**src/rtl/if_stage.sv**
```systemverilog
// if_stage: instruction-fetch stage owning the PC, the IF/ID register and a saturating fetch counter.
// Priority per edge: redirect > flush(+stall) > stall > normal fetch.
module if_stage #(
    parameter int                  PC_WIDTH  = 32,
    parameter logic [PC_WIDTH-1:0] RESET_PC  = '0,
    parameter logic [31:0]         NOP_INSTR = 32'h0000_0000
) (
    input  logic                clk,
    input  logic                rst,
    input  logic                stall,
    input  logic                flush,
    input  logic                branch_taken,
    input  logic [PC_WIDTH-1:0] branch_target,
    output logic [PC_WIDTH-1:0] imem_addr,
    input  logic [31:0]         imem_rdata,
    output logic [31:0]         if_id_instr,
    output logic [PC_WIDTH-1:0] if_id_pc,
    output logic [PC_WIDTH-1:0] if_id_pc_plus4,
    output logic                if_id_valid,
    output logic [31:0]         fetch_count,
    output logic                misalign_err
);
    logic [PC_WIDTH-1:0] pc;
    logic [PC_WIDTH-1:0] pc_plus4;

    assign pc_plus4  = pc + PC_WIDTH'(4);
    assign imem_addr = pc;

    always_ff @(posedge clk or negedge rst) begin
        if (!rst) begin
            pc             <= RESET_PC;
            if_id_instr    <= NOP_INSTR;
            if_id_pc       <= '0;
            if_id_pc_plus4 <= '0;
            if_id_valid    <= 1'b0;
            fetch_count    <= '0;
            misalign_err   <= 1'b0;
        end else if (branch_taken) begin
            // bubble keeps the previous PC fields; the target is forced word-aligned
            pc           <= {branch_target[PC_WIDTH-1:2], 2'b00};
            if_id_instr  <= NOP_INSTR;
            if_id_valid  <= 1'b0;
            misalign_err <= misalign_err | (branch_target[1:0] != 2'b00);
        end else if (flush) begin
            if (!stall) pc <= pc_plus4;
            if_id_instr <= NOP_INSTR;
            if_id_valid <= 1'b0;
        end else if (!stall) begin
            pc             <= pc_plus4;
            if_id_instr    <= imem_rdata;
            if_id_pc       <= pc;
            if_id_pc_plus4 <= pc_plus4;
            if_id_valid    <= 1'b1;
            if (fetch_count != '1) fetch_count <= fetch_count + 32'd1;
        end
    end
endmodule

```
**config.mk**
```make
export PLATFORM = sky130hd
export DESIGN_NAME = if_stage
export DESIGN_NICKNAME = d
export VERILOG_FILES = /design/src/rtl/if_stage.sv
export SDC_FILE = /design/constraint.sdc
export NUM_CORES = 1
export LEC_CHECK = 0
export CORE_MARGIN = 2
export CORE_UTILIZATION = 52
export CTS_BUF_LIST = sky130_fd_sc_hd__clkbuf_4 sky130_fd_sc_hd__clkbuf_8
export DETAILED_ROUTE_END_ITERATION = 16
export PLACE_DENSITY = 0.89
export RECOVER_POWER = 50
export SLEW_MARGIN = 20
export SYNTH_ARGS = -nofsm -noshare
export SYNTH_HDL_FRONTEND = slang
export SYNTH_SLANG_ARGS = --single-unit
```
**constraint.sdc**
```tcl
create_clock -name clk -period 4.7 [get_ports clk]
set_input_delay 0.94 -clock clk [delete_from_list [all_inputs] [get_ports clk]]
set_output_delay 0.94 -clock clk [all_outputs]
set_load 0.005 [all_outputs]
```
==> results of run 1 <==
[layer usage]
metal | track usage (%) | routed length [µm]
met1 | 35.5 | 7830
met2 | 44.5 | 9440
met3 | 6.86 | 1340
met4 | 10.9 | 507
met5 | 0 | 0
[worst max-delay path: stages]
cell and delay [ns]:
dlygate4sd3_1 0.53, clkbuf_1 0.54, or3_2 0.65, a21oi_1 0.78, mux2_2 0.41
[metrics by stage]
stage	hold slack (ns)	total power, W	cell area [µm²]	util (%)	instances
after floorplan	0.459	0.00184	7150	-	728
after global placement	0.451	0.00226	9410	70.5	1076
after detailed placement	0.457	0.00229	9410	70.5	1076
after CTS	0.476	0.00338	9850	73.8	1106
after global routing	0.498	0.00348	9830	73.6	1106
final	0.466	0.00332	9830	73.6	1106
[layout make-up]
cell class	count	area, µm²	area share [%]
Multi-Input combinational cell	509	2970	30.3
Clock buffer	25	332	3.37
Clock inverter	5	105	1.07
Tap cell	176	220	2.24
Timing Repair Buffer	231	2280	23.2
Inverter	4	15.0	0.153
Sequential cell	156	3900	39.7
[how the worst max path moves through the flow]
| stage | slack (ns) | from | endpoint |
|---|---|---|---|
| 2_1_floorplan | 2.36 | stall | fetch_count[7] |
| 3_3_place_gp | 1.43 | stall | fetch_count[1] |
| 3_5_place_dp | 1.38 | stall | fetch_count[1] |
| 4_1_cts | 1.86 | stall | fetch_count[1] |
| 5_1_grt | 1.07 | stall | fetch_count[15] |
| 6_report | 1.18 | stall | fetch_count[1] |
[power by group]
group / internal, W / total (W) / switching, W / leakage, nW
clock: 0.000617 / 0.00109 / 0.000473 / 0.217
combinational: 0.000362 / 0.000606 / 0.000244 / 2.08
sequential: 0.00148 / 0.00162 / 0.000138 / 2.01
[cells by family (layout without fill, tap and decap cells)]
family,after synthesis,count (layout)
xor+xnor,85,85
compound gates,102,102
mux,2,2
flops,156,156
other cells,1,6
simple gates,312,312
fa+ha+maj,2,2
buf+inv,63,265
[registers in the layout (all words and copies together), names as in the netlist]
signal and cells:
if_id_pc 30, fetch_count 32, if_id_valid 1, if_id_instr 32, if_id_pc_plus4 30, misalign_err 1
imem_addr 30
[cells in the mapped netlist, types with 13 or more instances]
master    count  area [µm²]
nand2_1     178         668
dfrtp_1     156        3900
o21ai_0      60         300
xnor2_1      53         464
clkbuf_1     35         131
a22o_1       32         280
xor2_1       32         280
nand3_1      24         120
nor2_1       24        90.1
nand4_1      19         119
and4_1       14         123
nor3_1       13        65.1
[placed cells by master, fill, tap and decap left out, drive strengths merged, types with 24 or more instances in the layout]
cell	count
clkbuf	28
xor2	32
a22o	32
nand2	178
xnor2	53
o21ai	60
nand3	24
nor2	24
dfrtp	156
clkdlybuf4s50	167
dlygate4sd3	55
==> impl_metrics.csv, run 1 <==
group,metric,value,unit
clock_network,clk_pin_slew_worst_paths,0.08,ns
final_layout,final_layout_size_suffix_gt1_share,5.16,%
final_layout,synthToLayoutAreaGrowth,37.7,%
logic_synthesis,syn_area,7140,µm²
place,hpwlAfterDp,13.2,mm
clock_network,cts_setup_buffers,0,
drt,drtIter0Drc,444,
logic_synthesis,synth_compound_area_share,9.29,%
setup_path,worstSetupEndpointType,"flip-flop",
global_routing,grt_pass1_vias,6129,
logic_synthesis,synth_enable_flop_cells,0,
outcome,violations,"capacitance limit, slew limit",
setup_path,required,5.04,ns
sta,rsz0062_at_grt,"false",
drt,antenna_left,0,
clock_network,cts_tree,"done",
job,cap_violations,1,
floorplanning,fp.coreArea,13300,µm²
global_routing,antenna_found_initial,0,
setup_path,critical_path_class,"in2reg",
logic_synthesis,ys_seq_area_share,54.7,%
setup_path,worstPathMaxFanout,27,
final_layout,fill_cells,994,
floorplanning,die-area,14700,µm²
drt,drc,0,
min_path,hp-class,"reg2reg",
final_layout,antennaDiodeCount,0,
logic_synthesis,synth_top_family_by_area,"simple AND/OR/NAND/NOR gates",
clock_network,clockBufferDepth,2,
clock_network,cts_root_buf,"clkbuf_8",
clock_network,cts-resized-gates,0,
logic_synthesis,syn_avg_cell_area,9.87,µm²
sta,slew_violations,90,
drt,drt_wl_total,19.1,mm
place,dp_slack,1.38,ns
logic_synthesis,ys_ff_latch,156,
floorplanning,die_w,121,µm
floorplanning,die_h,121,µm
global_routing,grt_pass1_wl,31.7,mm
final_layout,fin_nets,990,
logic_synthesis,synthFlopType,"dfrtp_1",
setup_path,r2r_end,"fetch_count[1]",
sta,hold_viol,0,
sta,finalCritPeriodShare,75.0,%
setup_path,startpoint_type,"input port",
clock_network,cts_sinks,156,
place,gp_routability_congestion,0.784,
drt,first_pass_iters,5,
clock_network,clk_latency,0.45,ns
floorplanning,initial_core_util,53.5,%
sta,tightest_slew,2.29,ns
sta,timing.slew.headroom,-52.4,%
logic_synthesis,yosys.area_share.simple,20.9,%
outcome,status,"finished, violations left",
floorplanning,row_count,42,
min_path,hold-path-endpoint,"misalign_err",
logic_synthesis,synthMuxAreaShare,0.298,%
logic_synthesis,yosys.area_share.xor_xnor,10.4,%
sta,setup_viol,0,
setup_path,r2r_slack,2.18,ns
logic_synthesis,async_flop_share,100,%
clock_network,cts_buffers,17,
pwr,power.leakage,4.31,nW
min_path,holdCritStartpoint,"misalign_err",
logic_synthesis,synthAdderAreaFrac,0.351,%
pwr,ir_drop,0.247,mV
place,port_buffers,224,
sta,clock_skew,0.00852,ns
drt,viasPerCell,5.40,
setup_path,rr_worst_depth,5,
logic_synthesis,yosys.cell_types.count,46,
sta,fin_tns_setup,0,ns
logic_synthesis,syn-instance-count,723,
global_routing,grt_max_degree,90,
global_routing,grt_usage,27.4,%
drt,vias,5974,
drt,wire_per_inst,17.3,µm
sta,fin_ws,1.18,ns
min_path,min_path_cells,1,
global_routing,grt_remaining_overflow,0,
floorplanning,io_pins,231,
sta,fmaxAchievable,284,MHz
setup_path,cp.arrival,3.86,ns
logic_synthesis,yosys_warnings,0,
clock_network,h-tree-depth,4,
setup_path,r2r_start,"fetch_count[0]",
clock_network,cts_hold_buf,0,
sta,fin_crit,3.52,ns
pwr,cellPowerDensity,338,nW/µm²
Power figures use the tool's default switching activity.
==> inputs of run 2 (changes only) <==
--- a/config.mk
+++ b/config.mk
@@ -6,10 +6,10 @@
 export NUM_CORES = 1
 export LEC_CHECK = 0
 export CORE_MARGIN = 2
-export CORE_UTILIZATION = 52
+export CORE_UTILIZATION = 43
 export CTS_BUF_LIST = sky130_fd_sc_hd__clkbuf_4 sky130_fd_sc_hd__clkbuf_8
 export DETAILED_ROUTE_END_ITERATION = 16
-export PLACE_DENSITY = 0.89
+export PLACE_DENSITY = 0.78
 export RECOVER_POWER = 50
 export SLEW_MARGIN = 20
 export SYNTH_ARGS = -nofsm -noshare
==> constraint.sdc (replaced) <==
create_clock -name clk -period 3 [get_ports clk]
set_input_delay 0.6 -clock clk [delete_from_list [all_inputs] [get_ports clk]]
set_output_delay 0.6 -clock clk [all_outputs]
set_load 0.005 [all_outputs]
==> impl_metrics.csv, run 2 (synthesized netlist as in run 1, its figures left out) <==
group,metric,value,unit
outcome,status,"finished, violations left",
outcome,violations,"capacitance limit, slew limit",
floorplanning,io_pins,231,
floorplanning,die_h,133,µm
clock_network,clockBufferDepth,2,
final_layout,layout_common_cells,"clkdlybuf4s50_1, nand2_1, dfrtp_1, o21ai_0, xnor2_1",
setup_path,worstSetupEndpointType,"flip-flop",
final_layout,stdcell_count,1157,
pwr,cellPowerDensity,531,nW/µm²
setup_path,worstPathMaxFanout,16,
drt,viasPerCell,5.15,
setup_path,path_common_cell,"clkbuf_1",
pwr,p_sw_share,26.5,%
clock_network,cts_setup_buffers,0,
final_layout,final_layout_size_suffix_gt1_share,5.87,%
global_routing,grt_max_degree,90,
place,port_buffers,224,
sta,fin_crit,2.44,ns
final_layout,antennaDiodeCount,0,
place,hpwlAfterDp,13.1,mm
pwr,p_int,0.00388,W
setup_path,required,3.30,ns
setup_path,cp_slowest_cell,"clkbuf_1",
global_routing,grt_usage,22.0,%
setup_path,crit_chain,"dlygate4sd3_1 > clkbuf_1 > clkbuf_1 > nor3_1 > xnor2_1 > o21ai_0",
final_layout,multi_input_area,2970,µm²
pwr,seqPwrFrac,48.2,%
final_layout,ff_latch_area,3900,µm²
setup_path,crit_family,"buffers and inverters",
setup_path,cp.arrival,2.74,ns
clock_network,h-tree-depth,4,
sta,slew_violations,65,
sta,tightest_slew,1.65,ns
sta,hold_viol,0,
clock_network,cts-resized-gates,0,
sta,rsz0062_at_grt,"false",
place,gp_routability_congestion,0.799,
global_routing,grt_remaining_overflow,0,
clock_network,cts_root_buf,"clkbuf_8",
final_layout,mostFrequentLayoutCell,"clkdlybuf4s50_1",
clock_network,clk_latency,0.45,ns
drt,drc,0,
global_routing,antenna_found_initial,0,
final_layout,fin_nets,995,
floorplanning,initial_core_util,43.5,%
pwr,power.switching,0.00140,W
clock_network,cts_buffers,17,
floorplanning,fp.coreArea,16400,µm²
min_path,hp-class,"in2reg",
final_layout,synthToLayoutAreaGrowth,39.3,%
floorplanning,die_w,133,µm
sta,clock_skew,0.0173,ns
place,dp.cells,1125,
sta,finalCritPeriodShare,81.3,%
drt,vias,5962,
drt,wire_per_inst,16.3,µm
pwr,combinationalPowerShare,18.8,%
setup_path,path_buf_inv,3,
pwr,ir_drop,0.252,mV
final_layout,finalCoreUtilization,60.6,%
clock_network,cts_tree,"done",
sta,hold_slack,0.447,ns
setup_path,r2r_slack,0.74,ns
drt,drt_wl_total,18.8,mm
setup_path,startpoint_type,"input port",
job,cap_violations,1,
floorplanning,row_count,47,
pwr,pwr-share-clk,33.1,%
global_routing,grt_pass1_vias,5894,
drt,drtIter0Drc,294,
global_routing,grt_pass1_wl,30.8,mm
floorplanning,die-area,17600,µm²
drt,antenna_left,0,
pwr,power.leakage,4.26,nW
sta,setup_viol,0,
setup_path,critical_path_class,"in2reg",
sta,timing.slew.headroom,-9.88,%
final_layout,top_regs,"fetch_count (32), if_id_instr (32)",
setup_path,critPathMaxStageDelay,0.74,ns
sta,fmaxAchievable,410,MHz
sta,fin_tns_setup,0,ns
clock_network,cts_sinks,156,
clock_network,clk_pin_slew_worst_paths,0.08,ns
final_layout,fill_cells,1373,
drt,first_pass_iters,5,
clock_network,cts_hold_buf,0,
## run 2: changes by cell type in the layout (fill, tap and decap cells not counted), moves of 2 or more
| cell | change |
|---|---|
| clkdlybuf4s50_1 | +53 |
| dlygate4sd3_1 | -53 |
| clkbuf_8 | -5 |
| clkinv_4 | +4 |
| clkinv_2 | +3 |
| buf_12 | +2 |
| clkbuf_2 | +2 |
| clkinvlp_4 | -2 |
| inv_6 | +2 |
## run 2: per-layer routing
layer  vias up  wire length (µm)  global-route usage [%]
met1      2894              8530                    30.1
met4         0               388                    7.53
met2       213              8670                    34.1
met5         -                 0                       0
met3        26              1240                    5.90
li1       2829                 -                       -
## run 2: worst paths after layout
path,cells past startpoint,end,startpoint
worst max-delay path,6,imem_addr[16],stall
worst min-delay path,3,misalign_err,branch_taken
worst max register to register,5,imem_addr[29],imem_addr[4]
worst min register to register,2,if_id_pc[25],if_id_pc[25]
max in group asynchronous,2,if_id_instr[9],rst
min in group asynchronous,1,if_id_pc[19],rst
## run 2: worst min-delay path, cell delays in order
cell and delay [ns]:
buf_2 0.13, o21ai_0 0.07, nand2b_1 0.05
## run 2: layout make-up
| type | instances | area share (%) |
|---|---|---|
| inverter | 4 | 0.151 |
| multi-input combinational | 509 | 29.9 |
| clock inverter | 13 | 1.89 |
| clock buffer | 19 | 2.57 |
| sequential | 156 | 39.3 |
| tap | 220 | 2.77 |
| timing repair buffer | 236 | 23.5 |
## run 2: through the flow
step                cell area [µm²]  worst slack, ns  total power (W)
floorplan                      7150            0.996          0.00289
global placement               9540            0.599          0.00357
detailed placement             9540            0.575          0.00359
CTS                            9980            0.753          0.00536
global route                   9940            0.430          0.00554
finish                         9940            0.561          0.00528
## run 2: power groups by stage
stage / Combinational (W) / Sequential [W] / Clock (W)
global route: 0.00109 / 0.00258 / 0.00188
CTS: 0.00101 / 0.00254 / 0.00180
floorplan: 0.000353 / 0.00253 / 0
finish: 0.000991 / 0.00254 / 0.00175
detailed placement: 0.00101 / 0.00258 / 0
global placement: 0.000993 / 0.00257 / 0
